[src/rtl/controle_pilha.sv]
`default_nettype none
// ============================================================================
// Module      : controle_pilha
// Description : Command sequencer for a stack/ALU datapath. Accepts NOP,
//               PUSH, POP and EXEC commands through a valid/ready handshake,
//               then drives the push/pop/load strobes that move operands
//               between the stack and the ALU, tracking stack occupancy.
// Ports       : clk, rstn                  - clock, async active-low reset
//               cmd_valid/cmd_ready        - command handshake
//               cmd_op/cmd_data/cmd_opcode - command code, PUSH immediate,
//                                            ALU opcode
//               push/pop/load, din, opcode - registered datapath controls
//               s_ula, carryout, outpilha  - datapath results
//               result, carry              - last captured value / carry
//               done, err                  - one-cycle completion / reject
//               count                      - stack occupancy
// Revision    : 1.0 - initial release
// ============================================================================
module controle_pilha #(
   parameter int DEPTH = 8
) (
   input  logic       clk,
   input  logic       rstn,
   input  logic       cmd_valid,
   output logic       cmd_ready,
   input  logic [1:0] cmd_op,
   input  logic [7:0] cmd_data,
   input  logic [4:0] cmd_opcode,
   output logic       push,
   output logic       pop,
   output logic       load,
   output logic [7:0] din,
   output logic [4:0] opcode,
   input  logic [7:0] s_ula,
   input  logic       carryout,
   input  logic [7:0] outpilha,
   output logic [7:0] result,
   output logic       carry,
   output logic       done,
   output logic       err,
   output logic [3:0] count
);

   localparam logic [3:0] c_DEPTH = 4'(DEPTH);

   localparam logic [1:0] c_OP_NOP  = 2'b00;
   localparam logic [1:0] c_OP_PUSH = 2'b01;
   localparam logic [1:0] c_OP_POP  = 2'b10;
   localparam logic [1:0] c_OP_EXEC = 2'b11;

   typedef enum logic [3:0] {
      S_IDLE  = 4'd0,
      S_PUSH  = 4'd1,
      S_POP1  = 4'd2,
      S_LOAD1 = 4'd3,
      S_GAP1  = 4'd4,
      S_POP2  = 4'd5,
      S_LOAD2 = 4'd6,
      S_GAP2  = 4'd7,
      S_WB    = 4'd8,
      S_RD    = 4'd9,
      S_RDCAP = 4'd10
   } state_t;

   state_t r_state;
   state_t w_next;
   logic   w_accept;
   logic   w_done;
   logic   w_err;
   logic   w_push;
   logic   w_pop;
   logic   w_load;

   assign cmd_ready = (r_state == S_IDLE);
   assign w_accept  = cmd_valid && cmd_ready;

   always_comb begin
      w_next = r_state;
      w_done = 1'b0;
      w_err  = 1'b0;
      case (r_state)
         S_IDLE: begin
            if (w_accept) begin
               case (cmd_op)
                  c_OP_NOP: w_done = 1'b1;
                  c_OP_PUSH: begin
                     if (count < c_DEPTH) w_next = S_PUSH;
                     else begin w_err = 1'b1; w_done = 1'b1; end
                  end
                  c_OP_POP: begin
                     if (count != 4'd0) w_next = S_RD;
                     else begin w_err = 1'b1; w_done = 1'b1; end
                  end
                  c_OP_EXEC: begin
                     if (count >= 4'd2) w_next = S_POP1;
                     else begin w_err = 1'b1; w_done = 1'b1; end
                  end
                  default: w_next = S_IDLE;
               endcase
            end
         end
         S_PUSH:  begin w_next = S_IDLE; w_done = 1'b1; end
         S_RD:    w_next = S_RDCAP;
         S_RDCAP: begin w_next = S_IDLE; w_done = 1'b1; end
         S_POP1:  w_next = S_LOAD1;
         S_LOAD1: w_next = S_GAP1;
         S_GAP1:  w_next = S_POP2;
         S_POP2:  w_next = S_LOAD2;
         S_LOAD2: w_next = S_GAP2;
         S_GAP2:  w_next = S_WB;
         S_WB:    begin w_next = S_IDLE; w_done = 1'b1; end
         default: w_next = S_IDLE;
      endcase
   end

   // Strobes are decoded from the next state and registered, so each strobe
   // is high exactly during the cycle spent in its state.
   assign w_push = (w_next == S_PUSH) || (w_next == S_WB);
   assign w_pop  = (w_next == S_POP1) || (w_next == S_POP2) || (w_next == S_RD);
   assign w_load = (w_next == S_LOAD1) || (w_next == S_LOAD2);

   always_ff @(posedge clk or negedge rstn) begin
      if (!rstn) begin
         r_state <= S_IDLE;
         push    <= 1'b0;
         pop     <= 1'b0;
         load    <= 1'b0;
         din     <= 8'd0;
         opcode  <= 5'd0;
         result  <= 8'd0;
         carry   <= 1'b0;
         done    <= 1'b0;
         err     <= 1'b0;
         count   <= 4'd0;
      end else begin
         r_state <= w_next;
         push    <= w_push;
         pop     <= w_pop;
         load    <= w_load;
         done    <= w_done;
         err     <= w_err;

         if (w_accept && (cmd_op == c_OP_EXEC)) opcode <= cmd_opcode;
         if ((r_state == S_IDLE) && (w_next == S_PUSH)) din <= cmd_data;

         // Both operands are loaded by the end of GAP2; the ALU result is
         // captured here and written back during WB.
         if (r_state == S_GAP2) begin
            result <= s_ula;
            carry  <= carryout;
            din    <= s_ula;
         end
         if (r_state == S_RDCAP) result <= outpilha;

         if (((r_state == S_PUSH) || (r_state == S_WB)) && (count < c_DEPTH))
            count <= count + 4'd1;
         else if (((r_state == S_POP1) || (r_state == S_POP2) ||
                   (r_state == S_RDCAP)) && (count != 4'd0))
            count <= count - 4'd1;
      end
   end

endmodule
`default_nettype wire

[config.mk]
export PLATFORM = sky130hd
export DESIGN_NAME = controle_pilha
export DESIGN_NICKNAME = d
export VERILOG_FILES = /design/src/rtl/controle_pilha.sv
export SDC_FILE = /design/constraint.sdc
export NUM_CORES = 1
export LEC_CHECK = 0
export CORE_MARGIN = 1.5
export CORE_UTILIZATION = 30
export DETAILED_ROUTE_END_ITERATION = 10
export MAX_ROUTING_LAYER = met4
export PLACE_DENSITY = 0.65
export SLEW_MARGIN = 20
export SYNTH_ARGS = -nofsm -noshare
export SYNTH_HDL_FRONTEND = slang
export SYNTH_SLANG_ARGS = --single-unit
[constraint.sdc]
create_clock -name clk -period 3.45 [get_ports clk]
set_clock_uncertainty 0.15 [all_clocks]
set_input_delay 0.345 -clock clk [delete_from_list [all_inputs] [get_ports clk]]
set_output_delay 0.345 -clock clk [all_outputs]
set_load 0.1 [all_outputs]
After elaboration in Yosys (flattened, before gate mapping)
Index checks and enable logic that the tools add are counted.

storage, ports and cells
  bits in registers = 35
  output and inout port bits = 32
  word-level logic and storage cells = 75
  bits of input ports = 35

operators by class
  reduce and logical (&&, ||, !) cells = 19
  muxes and demuxes = 21
  add/sub/neg operators = 2
  equality and inequality tests = 20
  order comparisons = 2

operators by type and width
  operator             count
  $mux 8               4
  $pmux 4 s8           1
  $eq 4x3->1 const B   6
  $mux 4               6
  $eq 4x4->1 const B   5
  $eq 4x2->1 const B   4
  $pmux 4 s3           1
  $eq 4x1->1 const B   2
  $logic_or 1x1->1     7
  $mux 1               6
  $reduce_bool 2->1    3
  $logic_and 1x1->1    5
  $add 4x1->4 const B  1
  $eq 2x2->1 const B   2
  $ge 4x2->1 const B   1
  $logic_not 4->1      1
  $lt 4x4->1 const B   1
  $pmux 1 s4           1
  $reduce_bool 4->1    1
  $sub 4x1->4 const B  1
  $pmux 1 s3           1
  $reduce_or 3->1      1
  $eq 2x1->1 const B   1
  $logic_not 2->1      1
  $pmux 1 s2           1

Longest topological paths before layout
Gate-level depths: netlist of run 1.

  word-level depth = 9
  depth in mapped cells = 9
  mapped depth without buffers = 8

Worst setup path before layout of run 1
Ideal clock, no wire load.

  kind = register to register
  start = register r_state[2]
  end = register din[0]
  setup time = 0.125 ns
  arrival = 2.830 ns
  cell stages (with the launch flop) = 6
  path buffers = 0
  setup slack = 0.344 ns
  cells stage by stage = dfrtp_1 > nor4_4 > nand2_1 > o32a_1 > o31ai_4 > mux2_2

between the ends
  cells in the longest elaborated chain, start to end = 7

ends and longest elaborated chain
  item                           RTL line  text
  start: declaration             65        state_t r_state;
  start signal: assignment       136       r_state <= w_next;
  $logic_not 4->1 *              74        assign cmd_ready = (r_state == S_IDLE);
  via cmd_ready                  25        output logic cmd_ready,
  $logic_and 1x1->1              75        assign w_accept = cmd_valid && cmd_ready;
  $mux 4                         83        if (w_accept) begin
  $pmux 4 s8                     81        case (r_state)
  $eq 4x1->1                     144       if ((r_state == S_IDLE) && (w_next == S_PUSH)) din <= cmd_data;
  $logic_and 1x1->1 *            144
  $reduce_bool 2->1 (no line) *  -
  end signal: assignment         144
  end signal: assignment         151       din <= s_ula;
  end: declaration               32        output logic [7:0] din,

Mark *: on every way through the listed nets, which the timed path passes. The rest lies on a longest branch.
A chain may end at the register's enable or synchronous reset.

Final worst setup path of run 1
  start = register r_state[3]
  end = register count[3]

between the ends
  cells in the longest elaborated chain, start to end = 5

ends and longest elaborated chain
  item                                      RTL line  text
  $eq 4x2->1 or $eq 4x3->1 (tied branches)  157       else if (((r_state == S_POP1) || (r_state == S_POP2) ||
  $logic_or 1x1->1 (2 in series)            157
  $logic_and 1x1->1                         158       (r_state == S_RDCAP)) && (count != 4'd0))
  $reduce_bool 2->1 (no line)               -
  end signal: assignment                    156       count <= count + 4'd1;
  end signal: assignment                    159       count <= count - 4'd1;
  end: declaration                          41        output logic [3:0] count

Parallel ways exist; a longest one is shown, timed or not.

==> summary.md, run 1 <==
| Metric | Value |
|---|---|
| Post-Synth Simple-Gate Area | `between 20% and 30%` |
| Reg2reg start | `r_state[3]$_DFF_PN0_` |
| Initial Util | `between 30% and 40%` |
| Tmin final | `about 2500 ps` |
| N_diodes | `0` |
| DRT Pass-1 Iters | `4` |
| Top sig layer | `met4` |
| Max-slew headroom | `between 30% and 40%` |
| CTS tree | `done` |
| EDFF count, synth | `0` |
| Buf/Inv on CP | `0` |
| Hold_ws | `approximately 320 ps` |
| Main combinational cell family by area after synthesis | `simple AND/OR/NAND/NOR gates` |
| Clock Tree Buf Depth | `2` |
| Post-synth top flop | `dfrtp_1` |
| TNS Setup | `0 ps` |
| Max_cap viols | `0` |
| Class of the worst hold path | `in2async` |
| Final net count | `~280` |
| Worst setup SP type | `register` |
| Ports | `67` |
| Row count | `27` |
| GR Overflow Total | `0` |
| # Post-CTS Setup Buffers | `0` |
| Dpl cells | `305` |
| Initial antenna violation count | `0` |
| Wire per inst | `~14 microns` |
| DR WL met2 | `around 2.1 mm` |
| Setup crit end kind | `register` |
| Die Footprint | `6370 sq um` |
| Routed Antenna Nets | `0` |
| Mux share of post-synthesis cell area | `9.54%` |
| Top cell type's share of synthesized area | `about half` |
| Via/cell ratio | `4.73` |
| Cells after synthesis | `roughly 170` |
| Metal-1 WL | `roughly 2.0 mm` |
| Outcome | `complete, no violations` |
| GRT Overall Usage | `between 10% and 20%` |
| Synth-to-Final Area Change | `47.7%` |
| Slowest-stage cell, CP | `dfrtp_1` |
| Worst-Skew Late Latency | `approximately 280 ps` |
| Top-count cell post-synth | `nand2_1` |
| Crit share post-route | `about three quarters` |
| Top cell family by delay on the critical path | `simple AND/OR/NAND/NOR gates` |
| Flops & latches, synth | `35` |
| Worst Tran Pin Value | `about 1000 ps` |
| Critical path, cell by cell | `xnor2_1, nor3_1, nand2b_1, ha_1, a21o_1, a21o_1, or4_1, nand3_1` |
| Share of layout cells above drive strength 1 | `~14%` |
| Fmax | `0.396 GHz` |
| Kind of critical path | `reg2reg` |
| Core Area | `between 5000 and 6000 sq um` |
| Largest area contributor in the netlist | `dfrtp_1` |
| CTS buffer count | `5` |
| Finished Layout Cells | `about 310` |
| # H-tree levels | `2` |
| Critical Path AT | `2600 ps` |
| Worst-path clk slew | `80 ps` |
| Syn Nets | `210` |
| Post-detail-place hpwl | `3.28 mm` |
| Crit path from | `r_state[3]$_DFF_PN0_` |
| Worst-path fanout max | `12` |
| Vias in the first global route | `about 1400` |
| Root buf cell | `clkbuf_8` |
| First-pass GRT wire length | `~7 mm` |
| DR DRC count | `0` |
| CP dominant cell by count | `a21o_1` |
| Hold Vio Cnt, Final | `0` |
| Mean Syn Cell Area | `10.3 sq um` |
| Synth warnings | `0` |
| Sequential area share after synthesis | `between 40% and 50%` |
| Worst Setup EP | `count[3]$_DFFE_PN0P_` |
| Die Wd | `between 70 and 80 microns` |
| Largest net degree at the start of global routing | `36` |
| Synth unique cells | `43` |
| Initial DRC count | `55` |
| Worst path max stage delay | `520 ps` |
| Slew Limit Fails | `0` |
| Stages on worst setup path | `8` |
| RSZ-0062 raised after global routing | `false` |
| Port buffer count | `66` |
| Top post-synthesis cells by count | `nand2_1 (46), dfrtp_1 (35), mux2_2 (15)` |
| Post-CTS Hold Fix Bufs | `0` |
| Synth top area cells | `dfrtp_1 (49%), nand2_1 (9.8%), mux2_2 (9.5%), nand3_1 (2.5%), o21ai_0 (2.0%)` |
| Final wirelength | `4.26 mm` |
| Post-synthesis adder-cell area fraction | `2.54%` |
| Synth Area in XOR/XNOR | `roughly 1.5%` |
| Compound-Gate Fraction of Synth Area | `9.82%` |
| Cells on worst reg2reg path | `8` |
| CTS sink cnt | `35` |
| Height of the die | `79.8 microns` |
| Fin util | `a little under half` |
| Post_cts resized | `0` |
| Synth async-reset ratio | `100%` |
| FF-to-FF setup slack | `920 ps` |
| Worst Path Required | `3530 ps` |
| GPL Wtd Cong | `0.756` |
| Mapped Area | `1770 sq um` |
| Vias | `roughly 1500` |
| Final setup violation count | `0` |
| Crit Reg-Reg Endpoint | `count[3]$_DFFE_PN0P_` |
| Routed length on met3 | `roughly 150 microns` |
## registers in the layout, indices dropped and copies added (netlist names), 4 cells and up
name and cells:
din 8, result 8, count 4, opcode 5
r_state 4
## cell type report
class / count / area [sq um]
Clock buffer: 6 / 82.6
Clock inverter: 2 / 35.0
Fill cell: 559 / 2990
Inverter: 4 / 15.0
Multi-Input combinational cell: 126 / 843
Sequential cell: 35 / 876
Tap cell: 72 / 90.1
Timing Repair Buffer: 68 / 673
## per-layer routing
metal	up-vias	global-route usage [%]
met2	33	23.0
met3	5	1.94
met1	704	18.8
met5	-	-
met4	0	5.17
li1	739	-
## how the worst min path moves through the flow
stage | end | start | cells after the start | slack (ps)
after global placement | carry$_DFFE_PN0P_ | carry$_DFFE_PN0P_ | 2 | 310
after global routing | carry$_DFFE_PN0P_ | carry$_DFFE_PN0P_ | 2 | 360
after CTS | result[0]$_DFFE_PN0P_ | rstn | 2 | 340
after floorplan | carry$_DFFE_PN0P_ | rstn | 0 | -100
final | result[0]$_DFFE_PN0P_ | rstn | 2 | 320
after detailed placement | carry$_DFFE_PN0P_ | carry$_DFFE_PN0P_ | 2 | 320
## stage by stage
stage	worst slack (ps)	cell area [sq um]
floorplan	344	1770
global placement	730	2500
detailed placement	657	2500
CTS	903	2620
global route	719	2620
finish	924	2620
## cells by family after synthesis
group           Yosys count
flops                    35
buf+inv                  11
mux                      15
fa+ha+maj                 3
simple gates             83
compound gates           22
xor+xnor                  3
## layout by cell type (no fill, tap or decap), types with 2 or more instances in the layout
cell type,netlist,layout
a21oi_1,3,3
and3b_1,2,2
nand4_1,2,2
nand2_1,46,46
and2_1,2,2
clkdlybuf4s50_1,0,65
nand3_1,9,9
a211oi_1,2,2
nor2_1,4,4
nor3b_1,2,2
mux2_2,15,15
clkbuf_8,0,6
nor2b_1,2,2
dfrtp_1,35,35
a21o_1,2,2
o21ai_0,7,7
ha_1,2,2
inv_1,4,4
nor3_1,2,2
buf_4,2,3
xnor2_1,2,2
## worst register-to-register path: stages, from the launching register on
cell	delay, ps
dfrtp_1	520
xnor2_1	190
nor3_1	300
nand2b_1	190
ha_1	310
a21o_1	150
a21o_1	190
or4_1	390
nand3_1	90
Power of run 1 is left out: the tool's default activity adds up to more than one toggle a clock period on the data nets, which glitch-free logic cannot reach.
==> run 2: changes to the inputs <==
==> constraint.sdc (replaced) <==
create_clock -name clk -period 2.5 [get_ports clk]
set_clock_uncertainty 0.15 [all_clocks]
set_input_delay 0.25 -clock clk [delete_from_list [all_inputs] [get_ports clk]]
set_output_delay 0.25 -clock clk [all_outputs]
set_load 0.1 [all_outputs]
==> run 2 against run 1 <==
- register-to-register slack got worse by 790 ps
- via count rose by 4.6%
- largest cell class unchanged
- sequential cell count did not move
- critical path depth fell by 1
- hold slack got worse by 97 ps
- non-clock buffer count rose by 16
- global-route usage rose by 0.39 points
- critical endpoint unchanged
- sequential share of layout area fell by 0.60 points
- wire length rose by 3.8%
- die area did not move
- count of clock-buffer cells in the layout rose by 2
- first-iteration DRC count rose by 44%
==> summary.md, run 2 (synthesized netlist as in run 1, its figures left out) <==
| Metric | Value |
|---|---|
| Outcome | `complete, no violations (unchanged)` |
| Share of layout cells above drive strength 1 | `31.5% (was 14.1%)` |
| CTS sink cnt | `35 (unchanged)` |
| Final worst slack | `135 ps (was 924 ps)` |
| DP Worst Slack | `46.5 ps (was 657 ps)` |
| Final setup violation count | `0 (unchanged)` |
| Kind of critical path | `reg2reg (unchanged)` |
| Tmin final | `2370 ps (was 2530 ps)` |
| Largest net degree at the start of global routing | `36 (unchanged)` |
| TNS Setup | `0 ps (unchanged)` |
| # H-tree levels | `2 (unchanged)` |
| N_diodes | `0 (unchanged)` |
| RSZ-0062 raised after global routing | `false (unchanged)` |
| Top Registers | `din x8, result x8, opcode x5 (unchanged)` |
| Critical Path AT | `2430 ps (was 2600 ps)` |
| CTS tree | `done (unchanged)` |
| Final wirelength | `4.42 mm (was 4.26 mm)` |
| Hold Vio Cnt, Final | `0 (unchanged)` |
| Worst setup SP type | `register (unchanged)` |
| First-pass GRT wire length | `7.12 mm (was 6.96 mm)` |
| Core Area | `5610 sq um (unchanged)` |
| Worst-path clk slew | `70 ps (was 80 ps)` |
| GPL Wtd Cong | `0.786 (was 0.756)` |
| Initial Util | `31.6% (unchanged)` |
| Die Footprint | `6370 sq um (unchanged)` |
| Wire per inst | `13.4 microns (was 13.6 microns)` |
| Hold_ws | `225 ps (was 322 ps)` |
| DR DRC count | `0 (unchanged)` |
| Vias in the first global route | `1477 (was 1413)` |
| Slew Limit Fails | `0 (unchanged)` |
| Root buf cell | `clkbuf_8 (unchanged)` |
| GR Overflow Total | `0 (unchanged)` |
| Worst Tran Pin Value | `481 ps (was 996 ps)` |
| Initial DRC count | `79 (was 55)` |
| Die Wd | `79.8 microns (unchanged)` |
| Synth-to-Final Area Change | `50.6% (was 47.7%)` |
| Worst-Skew Late Latency | `280 ps (about the same)` |
| Post-detail-place hpwl | `3.55 mm (was 3.28 mm)` |
| Crit share post-route | `94.6% (was 73.2%)` |
| Ports | `67 (unchanged)` |
| Clock Tree Buf Depth | `2 (unchanged)` |
| Crit path from | `r_state[1]$_DFF_PN0_ (was r_state[3]$_DFF_PN0_)` |
| Routed Antenna Nets | `0 (unchanged)` |
| Post-CTS Hold Fix Bufs | `0 (unchanged)` |
| Vias | `1549 (was 1481)` |
| Post_cts resized | `0 (unchanged)` |
| Height of the die | `79.8 microns (unchanged)` |
| GRT Overall Usage | `14.8% (was 14.4%)` |
| Commonest non-fill, non-tap cells in the layout | `buf_4 (48), nand2_1 (46), dfrtp_1 (34), clkdlybuf4s50_1 (34), mux2_2 (15) (was clkdlybuf4s50_1 (65), nand2_1 (46), dfrtp_1 (35))` |
| CTS buffer count | `5 (unchanged)` |
| Final net count | `294 (was 278)` |
| # Post-CTS Setup Buffers | `0 (unchanged)` |
| Fillers | `560 (was 559)` |
| Dpl cells | `321 (was 305)` |
| Port buffer count | `66 (unchanged)` |
| Max_cap viols | `0 (unchanged)` |
| Initial antenna violation count | `0 (unchanged)` |
| Most common cell after layout, fill and taps aside | `buf_4 (was clkdlybuf4s50_1)` |
| Row count | `27 (unchanged)` |
| Via/cell ratio | `4.71 (was 4.73)` |
| DRT Pass-1 Iters | `4 (unchanged)` |
| Finished Layout Cells | `329 (was 313)` |
| Class of the worst hold path | `in2async (unchanged)` |
| Fmax | `0.423 GHz (was 0.396 GHz)` |
| Reg2reg start | `r_state[1]$_DFF_PN0_ (was r_state[3]$_DFF_PN0_)` |
| Worst Path Required | `2570 ps (was 3530 ps)` |
| Setup crit end kind | `register (unchanged)` |
| Max-slew headroom | `67.8% (was 33.4%)` |
| Worst-path fanout max | `13 (was 12)` |
-- run 2: cell types whose count changed in the layout (fill, tap and decap cells not counted), sizes merged --
cell,before,now
bufinv,1,0
clkinv,1,0
buf,3,50
clkbuf,6,8
clkdlybuf4s50,65,34
-- run 2: stage by stage --
stage | area (sq um) | utilization (%)
finish | 2670 | 47.5
global route | 2670 | 47.5
CTS | 2670 | 47.5
detailed placement | 2570 | 45.8
global placement | 2570 | 45.8
floorplan | 1770 | -
-- run 2: worst paths after layout --
check,end,slack (ps),cells past startpoint
hold / removal,result[4]$_DFFE_PN0P_,220,2
min in group clk,carry$_DFFE_PN0P_,340,2
setup / recovery,count[3]$_DFFE_PN0P_,130,7
setup reg to reg,count[3]$_DFFE_PN0P_,130,7
max in group asynchronous,count[3]$_DFFE_PN0P_,1640,2
hold reg to reg,carry$_DFFE_PN0P_,340,2
-- run 2: area by class of cell --
type,instances,area [sq um],area share (%)
multi-input cells,126,843,31.6
inverters,4,15.0,0.563
repair buffers,84,741,27.8
flip-flops and latches,35,877,32.9
clock buffers,8,100,3.75
well taps,72,90.1,3.38
-- run 2: worst max-delay path, cell delays in order, from the launching register on --
cell and delay, ps:
dfrtp_1 520, nor3_1 320, nand2b_1 170, ha_1 300
a21o_1 150, a21o_1 200, or4_1 400, nand3_1 90
-- run 2: metal layers --
layer  global-route usage (%)  part of all wire [%]
met1                     19.3                    44
met3                     2.40                   4.0
met2                     23.1                    50
met5                        -                     0
met4                     5.69                   2.0
Power of run 2 is left out for the same reason.
